[src/rtl/uart_tx_cfg.sv]
// -----------------------------------------------------------------------------
// uart_tx_cfg
//
// Runtime-configurable UART transmitter. A byte-wide (up to DATA_MAX bits)
// valid/ready input feeds a one-entry holding buffer. The frame engine pulls
// the buffered word together with the current line configuration into its
// own shifter and serialises:
//
//   start (0) | data[0 .. data_bits-1] LSB first | [parity] | stop (1) x1/x2
//
// Every serial bit lasts clks_per_bit clock cycles. A word that is already
// buffered when the final stop cycle ends starts its frame on the very next
// cycle, so back-to-back frames have no idle gap on the line.
//
// Parameters
//   DATA_MAX      widest data field supported (5..9), width of tx_data
//   DIV_WIDTH     width of clks_per_bit
//
// Ports
//   clk           single clock, rising edge
//   rst           synchronous reset, active low
//   tx_data       word to send; bits above data_bits are ignored
//   tx_valid      tx_data is valid
//   tx_ready      holding buffer empty (transfer on tx_valid & tx_ready)
//   clks_per_bit  clock cycles per serial bit, 0 behaves as 1
//   data_bits     data field length, clamped to 5..DATA_MAX
//   parity_mode   00 none, 01 even, 10 odd, 11 none
//   stop_bits     0 one stop bit, 1 two stop bits
//   tx_s          serial line, registered, idles high
//   busy          a frame is in progress
//   frame_done    one-cycle pulse in the last cycle of the final stop bit
// -----------------------------------------------------------------------------
`timescale 1ns/1ps

module uart_tx_cfg #(
    parameter int DATA_MAX  = 9,
    parameter int DIV_WIDTH = 16
) (
    input  logic                 clk,
    input  logic                 rst,
    input  logic [DATA_MAX-1:0]  tx_data,
    input  logic                 tx_valid,
    output logic                 tx_ready,
    input  logic [DIV_WIDTH-1:0] clks_per_bit,
    input  logic [3:0]           data_bits,
    input  logic [1:0]           parity_mode,
    input  logic                 stop_bits,
    output logic                 tx_s,
    output logic                 busy,
    output logic                 frame_done
);

    typedef enum logic [2:0] {
        IDLE   = 3'd0,
        START  = 3'd1,
        DATA   = 3'd2,
        PARITY = 3'd3,
        STOP   = 3'd4
    } state_t;

    localparam logic [3:0] NBITS_MIN = 4'd5;
    localparam logic [3:0] NBITS_MAX = 4'(DATA_MAX);

    // ------------------------------------------------------------------
    // Registers
    // ------------------------------------------------------------------
    state_t                r_state;
    logic [DIV_WIDTH-1:0]  r_cnt;        // cycles elapsed in the current bit
    logic [3:0]            r_bit_idx;    // data bit being sent
    logic                  r_stop_idx;   // 0 first stop bit, 1 second
    logic                  r_tx_s;

    logic                  r_hold_full;
    logic [DATA_MAX-1:0]   r_hold_data;

    // Frame configuration captured at load; the live inputs are ignored
    // until the next frame is loaded.
    logic [DATA_MAX-1:0]   r_shift;
    logic [DIV_WIDTH-1:0]  r_cpb;        // already forced to >= 1
    logic [3:0]            r_nbits;      // already clamped
    logic                  r_par_en;
    logic                  r_par_odd;
    logic                  r_stop2;

    // ------------------------------------------------------------------
    // Combinational signals
    // ------------------------------------------------------------------
    state_t                w_state_nxt;
    logic [DIV_WIDTH-1:0]  w_cnt_nxt;
    logic [3:0]            w_bit_idx_nxt;
    logic                  w_stop_idx_nxt;
    logic                  w_tx_nxt;
    logic                  w_load;
    logic                  w_frame_done;
    logic                  w_bit_end;
    logic                  w_handshake;
    logic [DATA_MAX-1:0]   w_mask;
    logic                  w_parity;
    logic [3:0]            w_nbits_clamped;
    logic [DIV_WIDTH-1:0]  w_cpb_eff;

    assign tx_ready    = !r_hold_full;
    assign busy        = (r_state != IDLE);
    assign frame_done  = w_frame_done;
    assign tx_s        = r_tx_s;

    // tx_ready depends only on the holding register, so this handshake has
    // no combinational path from tx_valid back to tx_ready.
    assign w_handshake = tx_valid && !r_hold_full;

    // The last cycle of a bit period; r_cpb is never zero once loaded.
    assign w_bit_end   = (r_cnt == r_cpb - DIV_WIDTH'(1));

    // Configuration sanitising applied at load time.
    assign w_cpb_eff       = (clks_per_bit == '0) ? DIV_WIDTH'(1) : clks_per_bit;
    assign w_nbits_clamped = (data_bits < NBITS_MIN) ? NBITS_MIN :
                             (data_bits > NBITS_MAX) ? NBITS_MAX : data_bits;

    // Parity covers only the active data bits of the loaded word.
    always_comb begin
        w_mask = '0;
        for (int i = 0; i < DATA_MAX; i++) begin
            w_mask[i] = (i < int'(r_nbits));
        end
    end

    assign w_parity = (^(r_shift & w_mask)) ^ r_par_odd;

    // ------------------------------------------------------------------
    // Next-state and output decode
    // ------------------------------------------------------------------
    // NOTE: every signal written here gets a default first, so no path
    // through the case statement can leave one unassigned and infer a latch.
    always_comb begin
        w_state_nxt    = r_state;
        w_cnt_nxt      = '0;
        w_bit_idx_nxt  = r_bit_idx;
        w_stop_idx_nxt = r_stop_idx;
        w_load         = 1'b0;
        w_frame_done   = 1'b0;
        w_tx_nxt       = 1'b1;

        // Bit-period counter restarts at every bit boundary.
        if (r_state != IDLE) begin
            w_cnt_nxt = w_bit_end ? '0 : r_cnt + DIV_WIDTH'(1);
        end

        unique case (r_state)
            IDLE: begin
                if (r_hold_full) begin
                    w_load      = 1'b1;
                    w_state_nxt = START;
                end
            end

            START: begin
                if (w_bit_end) begin
                    w_state_nxt   = DATA;
                    w_bit_idx_nxt = 4'd0;
                end
            end

            DATA: begin
                if (w_bit_end) begin
                    if (r_bit_idx == r_nbits - 4'd1) begin
                        w_state_nxt    = r_par_en ? PARITY : STOP;
                        w_stop_idx_nxt = 1'b0;
                    end else begin
                        w_bit_idx_nxt = r_bit_idx + 4'd1;
                    end
                end
            end

            PARITY: begin
                if (w_bit_end) begin
                    w_state_nxt    = STOP;
                    w_stop_idx_nxt = 1'b0;
                end
            end

            STOP: begin
                if (w_bit_end) begin
                    if (r_stop2 && !r_stop_idx) begin
                        w_stop_idx_nxt = 1'b1;
                    end else begin
                        // Final stop cycle: pulse done and either chain the
                        // buffered word straight into a new start bit or idle.
                        w_frame_done = 1'b1;
                        if (r_hold_full) begin
                            w_load      = 1'b1;
                            w_state_nxt = START;
                        end else begin
                            w_state_nxt = IDLE;
                        end
                    end
                end
            end

            default: begin
                w_state_nxt = IDLE;
            end
        endcase

        // The line level is registered, so it is decoded from where the
        // machine will be next cycle.
        unique case (w_state_nxt)
            START:   w_tx_nxt = 1'b0;
            DATA:    w_tx_nxt = r_shift[w_bit_idx_nxt];
            PARITY:  w_tx_nxt = w_parity;
            default: w_tx_nxt = 1'b1;
        endcase
    end

    // ------------------------------------------------------------------
    // State register
    // ------------------------------------------------------------------
    // NOTE: sequential state uses non-blocking assignments so every register
    // samples the pre-edge value of every other register.
    always_ff @(posedge clk) begin
        if (!rst) begin
            r_state    <= IDLE;
            r_cnt      <= '0;
            r_bit_idx  <= 4'd0;
            r_stop_idx <= 1'b0;
            r_tx_s     <= 1'b1;
        end else begin
            r_state    <= w_state_nxt;
            r_cnt      <= w_cnt_nxt;
            r_bit_idx  <= w_bit_idx_nxt;
            r_stop_idx <= w_stop_idx_nxt;
            r_tx_s     <= w_tx_nxt;
        end
    end

    // ------------------------------------------------------------------
    // Holding buffer
    // ------------------------------------------------------------------
    // A handshake needs an empty buffer and a load needs a full one, so the
    // two can never happen in the same cycle.
    always_ff @(posedge clk) begin
        if (!rst) begin
            r_hold_full <= 1'b0;
        end else if (w_handshake) begin
            r_hold_full <= 1'b1;
        end else if (w_load) begin
            r_hold_full <= 1'b0;
        end
    end

    // NOTE: payload and captured configuration are not reset; they are only
    // consumed after a handshake or load has written them, which the reset
    // control flags above guarantee.
    always_ff @(posedge clk) begin
        if (w_handshake) begin
            r_hold_data <= tx_data;
        end
        if (w_load) begin
            r_shift   <= r_hold_data;
            r_cpb     <= w_cpb_eff;
            r_nbits   <= w_nbits_clamped;
            r_par_en  <= (parity_mode == 2'b01) || (parity_mode == 2'b10);
            r_par_odd <= (parity_mode == 2'b10);
            r_stop2   <= stop_bits;
        end
    end

endmodule

[config.mk]
export PLATFORM = sky130hd
export DESIGN_NAME = uart_tx_cfg
export DESIGN_NICKNAME = d
export VERILOG_FILES = /design/src/rtl/uart_tx_cfg.sv
export SDC_FILE = /design/constraint.sdc
export NUM_CORES = 1
export LEC_CHECK = 0
export BUFFER_PORTS_ARGS = -buffer_cell sky130_fd_sc_hd__clkbuf_2
export CORE_MARGIN = 4
export CORE_UTILIZATION = 55
export CTS_BUF_LIST = sky130_fd_sc_hd__clkbuf_16
export DETAILED_ROUTE_END_ITERATION = 7
export GPL_ROUTABILITY_DRIVEN = 0
export PLACE_DENSITY = 0.75
export SLEW_MARGIN = 20
export SYNTH_ARGS = -nofsm -noshare
export SYNTH_HDL_FRONTEND = slang
export SYNTH_SLANG_ARGS = --single-unit
export TNS_END_PERCENT = 50
[constraint.sdc]
create_clock -name clk -period 6.3 [get_ports clk]
set_input_delay 0.315 -clock clk [delete_from_list [all_inputs] [get_ports clk]]
set_output_delay 0.315 -clock clk [all_outputs]
set_load 0.03 [all_outputs]
==> impl_metrics.xml <==
<?xml version="1.0" encoding="UTF-8"?>
<metrics>
  <group name="grt">
    <metric name="largest_net_degree_at_the_start_of_global_routing" unit="">34</metric>
    <metric name="grt_antenna_before_repair" unit="">0</metric>
    <metric name="first_global_vias" unit="">2703</metric>
    <metric name="grt_overall_usage" unit="">0.1896</metric>
    <metric name="grt_first_pass_wirelength" unit="mm">12.63</metric>
    <metric name="grt_remaining_overflow" unit="">0</metric>
  </group>
  <group name="clock_tree">
    <metric name="post_cts_hold_buffer_count" unit="">0</metric>
    <metric name="tritoncts" unit="">done</metric>
    <metric name="insertion_delay" unit="ns">0.32</metric>
    <metric name="clk_path_buf_depth" unit="">2</metric>
    <metric name="clkTransAtPathRegs" unit="ns">0.05</metric>
    <metric name="post_cts.resized_instances" unit="">0</metric>
    <metric name="root_buffer" unit="">sky130_fd_sc_hd__clkbuf_16</metric>
    <metric name="cts_inserted_buffers" unit="">9</metric>
    <metric name="cts-htree-levels" unit="">3</metric>
    <metric name="cts.sinks" unit="">67</metric>
    <metric name="cts_setup_buffers" unit="">0</metric>
  </group>
  <group name="floorplanning">
    <metric name="core_area" unit="um2">6459</metric>
    <metric name="dieHeight" unit="um">90.35</metric>
    <metric name="initial_core_util" unit="">0.5775</metric>
    <metric name="die_w" unit="um">90.35</metric>
    <metric name="die_area" unit="um2">8163</metric>
    <metric name="placementRows" unit="">29</metric>
    <metric name="design.portCount" unit="">39</metric>
  </group>
  <group name="drt">
    <metric name="remaining_drc_errors" unit="">0</metric>
    <metric name="wl" unit="mm">7.482</metric>
    <metric name="detail_route.wl_per_cell" unit="um">15.49</metric>
    <metric name="drt-vias-per-instance" unit="">5.878</metric>
    <metric name="route.vias.total" unit="">2839</metric>
    <metric name="drt_pre_antenna_iters" unit="">4</metric>
    <metric name="ant_nets" unit="">0</metric>
    <metric name="drt-initial-drc-count" unit="">225</metric>
  </group>
  <group name="worst_setup_path">
    <metric name="path_class" unit="">register to register</metric>
    <metric name="timing.critical_path.arrival" unit="ns">3.82</metric>
    <metric name="cp_max_fo" unit="">33</metric>
    <metric name="endpoint_kind" unit="">register</metric>
    <metric name="cp_data_required_time" unit="ns">6.24</metric>
    <metric name="critical_path_startpoint_category" unit="">register</metric>
  </group>
  <group name="pwr">
    <metric name="ir_drop" unit="V">0.0002895</metric>
    <metric name="power.share.switching" unit="">0.2184</metric>
    <metric name="p_seq_frac" unit="">0.436</metric>
    <metric name="p_per_cell_area" unit="nW/um2">274.8</metric>
    <metric name="p_clk_frac" unit="">0.484</metric>
    <metric name="internal_power" unit="uW">915.9</metric>
    <metric name="combinationalPowerShare" unit="">0.080</metric>
    <metric name="total_switching_power" unit="uW">255.9</metric>
    <metric name="finalPower" unit="uW">1172</metric>
    <metric name="power.static_leakage" unit="uW">0.001493</metric>
  </group>
  <group name="job">
    <metric name="max_cap_violations" unit="">0</metric>
  </group>
  <group name="finish">
    <metric name="utilization_of_the_core_after_routing" unit="">0.6602</metric>
    <metric name="area_growth" unit="%">14.32</metric>
    <metric name="drive_gt1_frac" unit="">0.1773</metric>
    <metric name="n_antenna_cell" unit="">0</metric>
    <metric name="finalNetCount" unit="">443</metric>
    <metric name="final_cell_area" unit="um2">4264</metric>
  </group>
  <group name="timing">
    <metric name="clock.fmax" unit="MHz">257.7</metric>
    <metric name="slew_violations" unit="">0</metric>
    <metric name="fin_tns_setup" unit="ns">0</metric>
    <metric name="tightestPinTransition" unit="ns">1.020</metric>
    <metric name="rsz0062_at_grt" unit="">false</metric>
    <metric name="period_share" unit="">0.6160</metric>
    <metric name="timing_hold_violations_final" unit="">0</metric>
    <metric name="max_slew_margin" unit="">0.3185</metric>
    <metric name="final-setup-viol-count" unit="">0</metric>
    <metric name="min_period" unit="ns">3.881</metric>
    <metric name="finClkSkew" unit="ns">0.008423</metric>
  </group>
  <group name="synthesis">
    <metric name="synth_top_cells_by_area" unit="">sky130_fd_sc_hd__edfxtp_1 (33%), sky130_fd_sc_hd__dfxtp_1 (14%), sky130_fd_sc_hd__xnor2_1 (6.3%)</metric>
    <metric name="synth-main-ff-cell" unit="">sky130_fd_sc_hd__edfxtp_1</metric>
    <metric name="netlist_area" unit="um2">3730</metric>
    <metric name="post_synth_inst_count" unit="">380</metric>
    <metric name="synth-seq-cells" unit="">67</metric>
    <metric name="synth_top_area_frac" unit="">0.3301</metric>
    <metric name="ys.warnings.count" unit="">0</metric>
    <metric name="netlist.top_cell.by_area" unit="">sky130_fd_sc_hd__edfxtp_1</metric>
    <metric name="syn_avg_cell_area" unit="um2">9.815</metric>
    <metric name="netlist-cell-type-count" unit="">61</metric>
    <metric name="synthArstFlopShare" unit="">0</metric>
    <metric name="synth_enable_flop_cells" unit="">41</metric>
    <metric name="synthesis.nets" unit="">422</metric>
    <metric name="synth-seq-area-share" unit="">0.4696</metric>
  </group>
  <group name="place">
    <metric name="port_buffers" unit="">38</metric>
    <metric name="dpl_cell_area" unit="um2">3924</metric>
    <metric name="hpwlAfterDp" unit="mm">5.659</metric>
  </group>
  <group name="outcome">
    <metric name="outcome" unit="">completed</metric>
  </group>
  <group name="hold_path">
    <metric name="hp-class" unit="">input port to register</metric>
  </group>
</metrics>
==> worst paths after layout <==
| check | start | end | slack, ns | cells past startpoint |
|---|---|---|---|---|
| worst max register to register | r_cpb[0] | r_nbits[1] | 2.42 | 9 |
| worst min register to register | r_hold_data[7] | r_shift[7] | 0.41 | 0 |
| worst max-delay path | r_cpb[0] | r_nbits[1] | 2.42 | 9 |
| worst min-delay path | tx_data[6] | r_hold_data[6] | 0.17 | 1 |
==> power groups by stage <==
stage / registers [uW] / clock network [uW] / logic, uW
finish: 511 / 568 / 93.6
floorplan: 512 / 0 / 70.0
CTS: 510 / 577 / 94.2
global placement: 518 / 0 / 91.3
detailed placement: 519 / 0 / 93.5
global route: 513 / 603 / 104
==> worst max-delay path, cell delays in order (launching register included) <==
cell	delay [ns]
sky130_fd_sc_hd__edfxtp_1	0.49
sky130_fd_sc_hd__inv_1	0.10
sky130_fd_sc_hd__ha_1	0.22
sky130_fd_sc_hd__or4b_1	0.63
sky130_fd_sc_hd__nor4_1	0.32
sky130_fd_sc_hd__o21ai_1	0.10
sky130_fd_sc_hd__and3_4	0.20
sky130_fd_sc_hd__nor4_4	0.36
sky130_fd_sc_hd__nand3_1	0.24
sky130_fd_sc_hd__a21oi_4	0.85
==> cell usage after synthesis, types with 6 or more instances <==
library cell	n
sky130_fd_sc_hd__xnor2_1	27
sky130_fd_sc_hd__and3_1	6
sky130_fd_sc_hd__dfxtp_1	26
sky130_fd_sc_hd__inv_1	18
sky130_fd_sc_hd__nand2_1	17
sky130_fd_sc_hd__edfxtp_1	41
sky130_fd_sc_hd__o21ai_0	15
sky130_fd_sc_hd__clkbuf_1	26
sky130_fd_sc_hd__nor4_1	6
sky130_fd_sc_hd__o211ai_1	9
sky130_fd_sc_hd__nor2b_1	8
sky130_fd_sc_hd__xor2_1	18
sky130_fd_sc_hd__nor3_1	11
sky130_fd_sc_hd__nor2_1	36
sky130_fd_sc_hd__and2_1	8
sky130_fd_sc_hd__ha_1	7
sky130_fd_sc_hd__nand3_1	19
==> cells by family (layout without fill, tap and decap cells) <==
family                   count (synthesis)  after routing  share of synthesized area
adder cells (fa/ha/maj)                  7              7                    0.02348
XOR/XNOR                                45             45                     0.1057
AO/OA/AOI/OAI                           69             69                     0.1322
flip-flops                              67             67                     0.4696
AND/OR/NAND/NOR                        140            140                     0.2066
multiplexers                             5              5                    0.01442
buffers and inverters                   47             73                    0.04797
==> area by class of cell <==
class / instances / area [um2]
clock inverters: 7 / 115.1
multi-input cells: 266 / 1810
well taps: 77 / 96.34
inverters: 18 / 67.56
fillers: 503 / 2195
flip-flops and latches: 67 / 1752
repair buffers: 39 / 197.7
clock buffers: 9 / 225.2
==> registers in the layout (all words and copies together) (netlist names), 3 cells and up <==
signal / flops
r_cnt: 16
r_cpb: 16
r_hold_data: 9
r_shift: 9
r_bit_idx: 4
r_nbits: 4
r_state: 3
==> metal layers <==
metal,vias up,wire length [um],GRT usage
li1,1409,-,-
met1,1341,3636,0.2637
met2,74,3323,0.2875
met3,15,382,0.04250
met4,0,140,0.07398
met5,-,0,0
==> metrics by stage <==
| stage | hold WS, ns | worst slack (ns) | cells |
|---|---|---|---|
| floorplan | 0.4003 | 1.898 | 380 |
| global placement | 0.4031 | 2.556 | 467 |
| detailed placement | 0.4045 | 2.417 | 467 |
| CTS | 0.1554 | 2.407 | 483 |
| global route | 0.1575 | 2.063 | 483 |
| finish | 0.1655 | 2.419 | 483 |
==> cell usage in the layout, fill, tap and decap left out, types with 9 or more instances in the layout <==
cell type / n
sky130_fd_sc_hd__xor2_1: 18
sky130_fd_sc_hd__nand2_1: 17
sky130_fd_sc_hd__nor3_1: 11
sky130_fd_sc_hd__dfxtp_1: 26
sky130_fd_sc_hd__nand3_1: 19
sky130_fd_sc_hd__clkbuf_2: 38
sky130_fd_sc_hd__edfxtp_1: 41
sky130_fd_sc_hd__xnor2_1: 27
sky130_fd_sc_hd__clkbuf_16: 9
sky130_fd_sc_hd__inv_1: 18
sky130_fd_sc_hd__o21ai_0: 15
sky130_fd_sc_hd__nor2_1: 36
sky130_fd_sc_hd__o211ai_1: 9
Note: power is estimated with default switching activity, not from simulation.
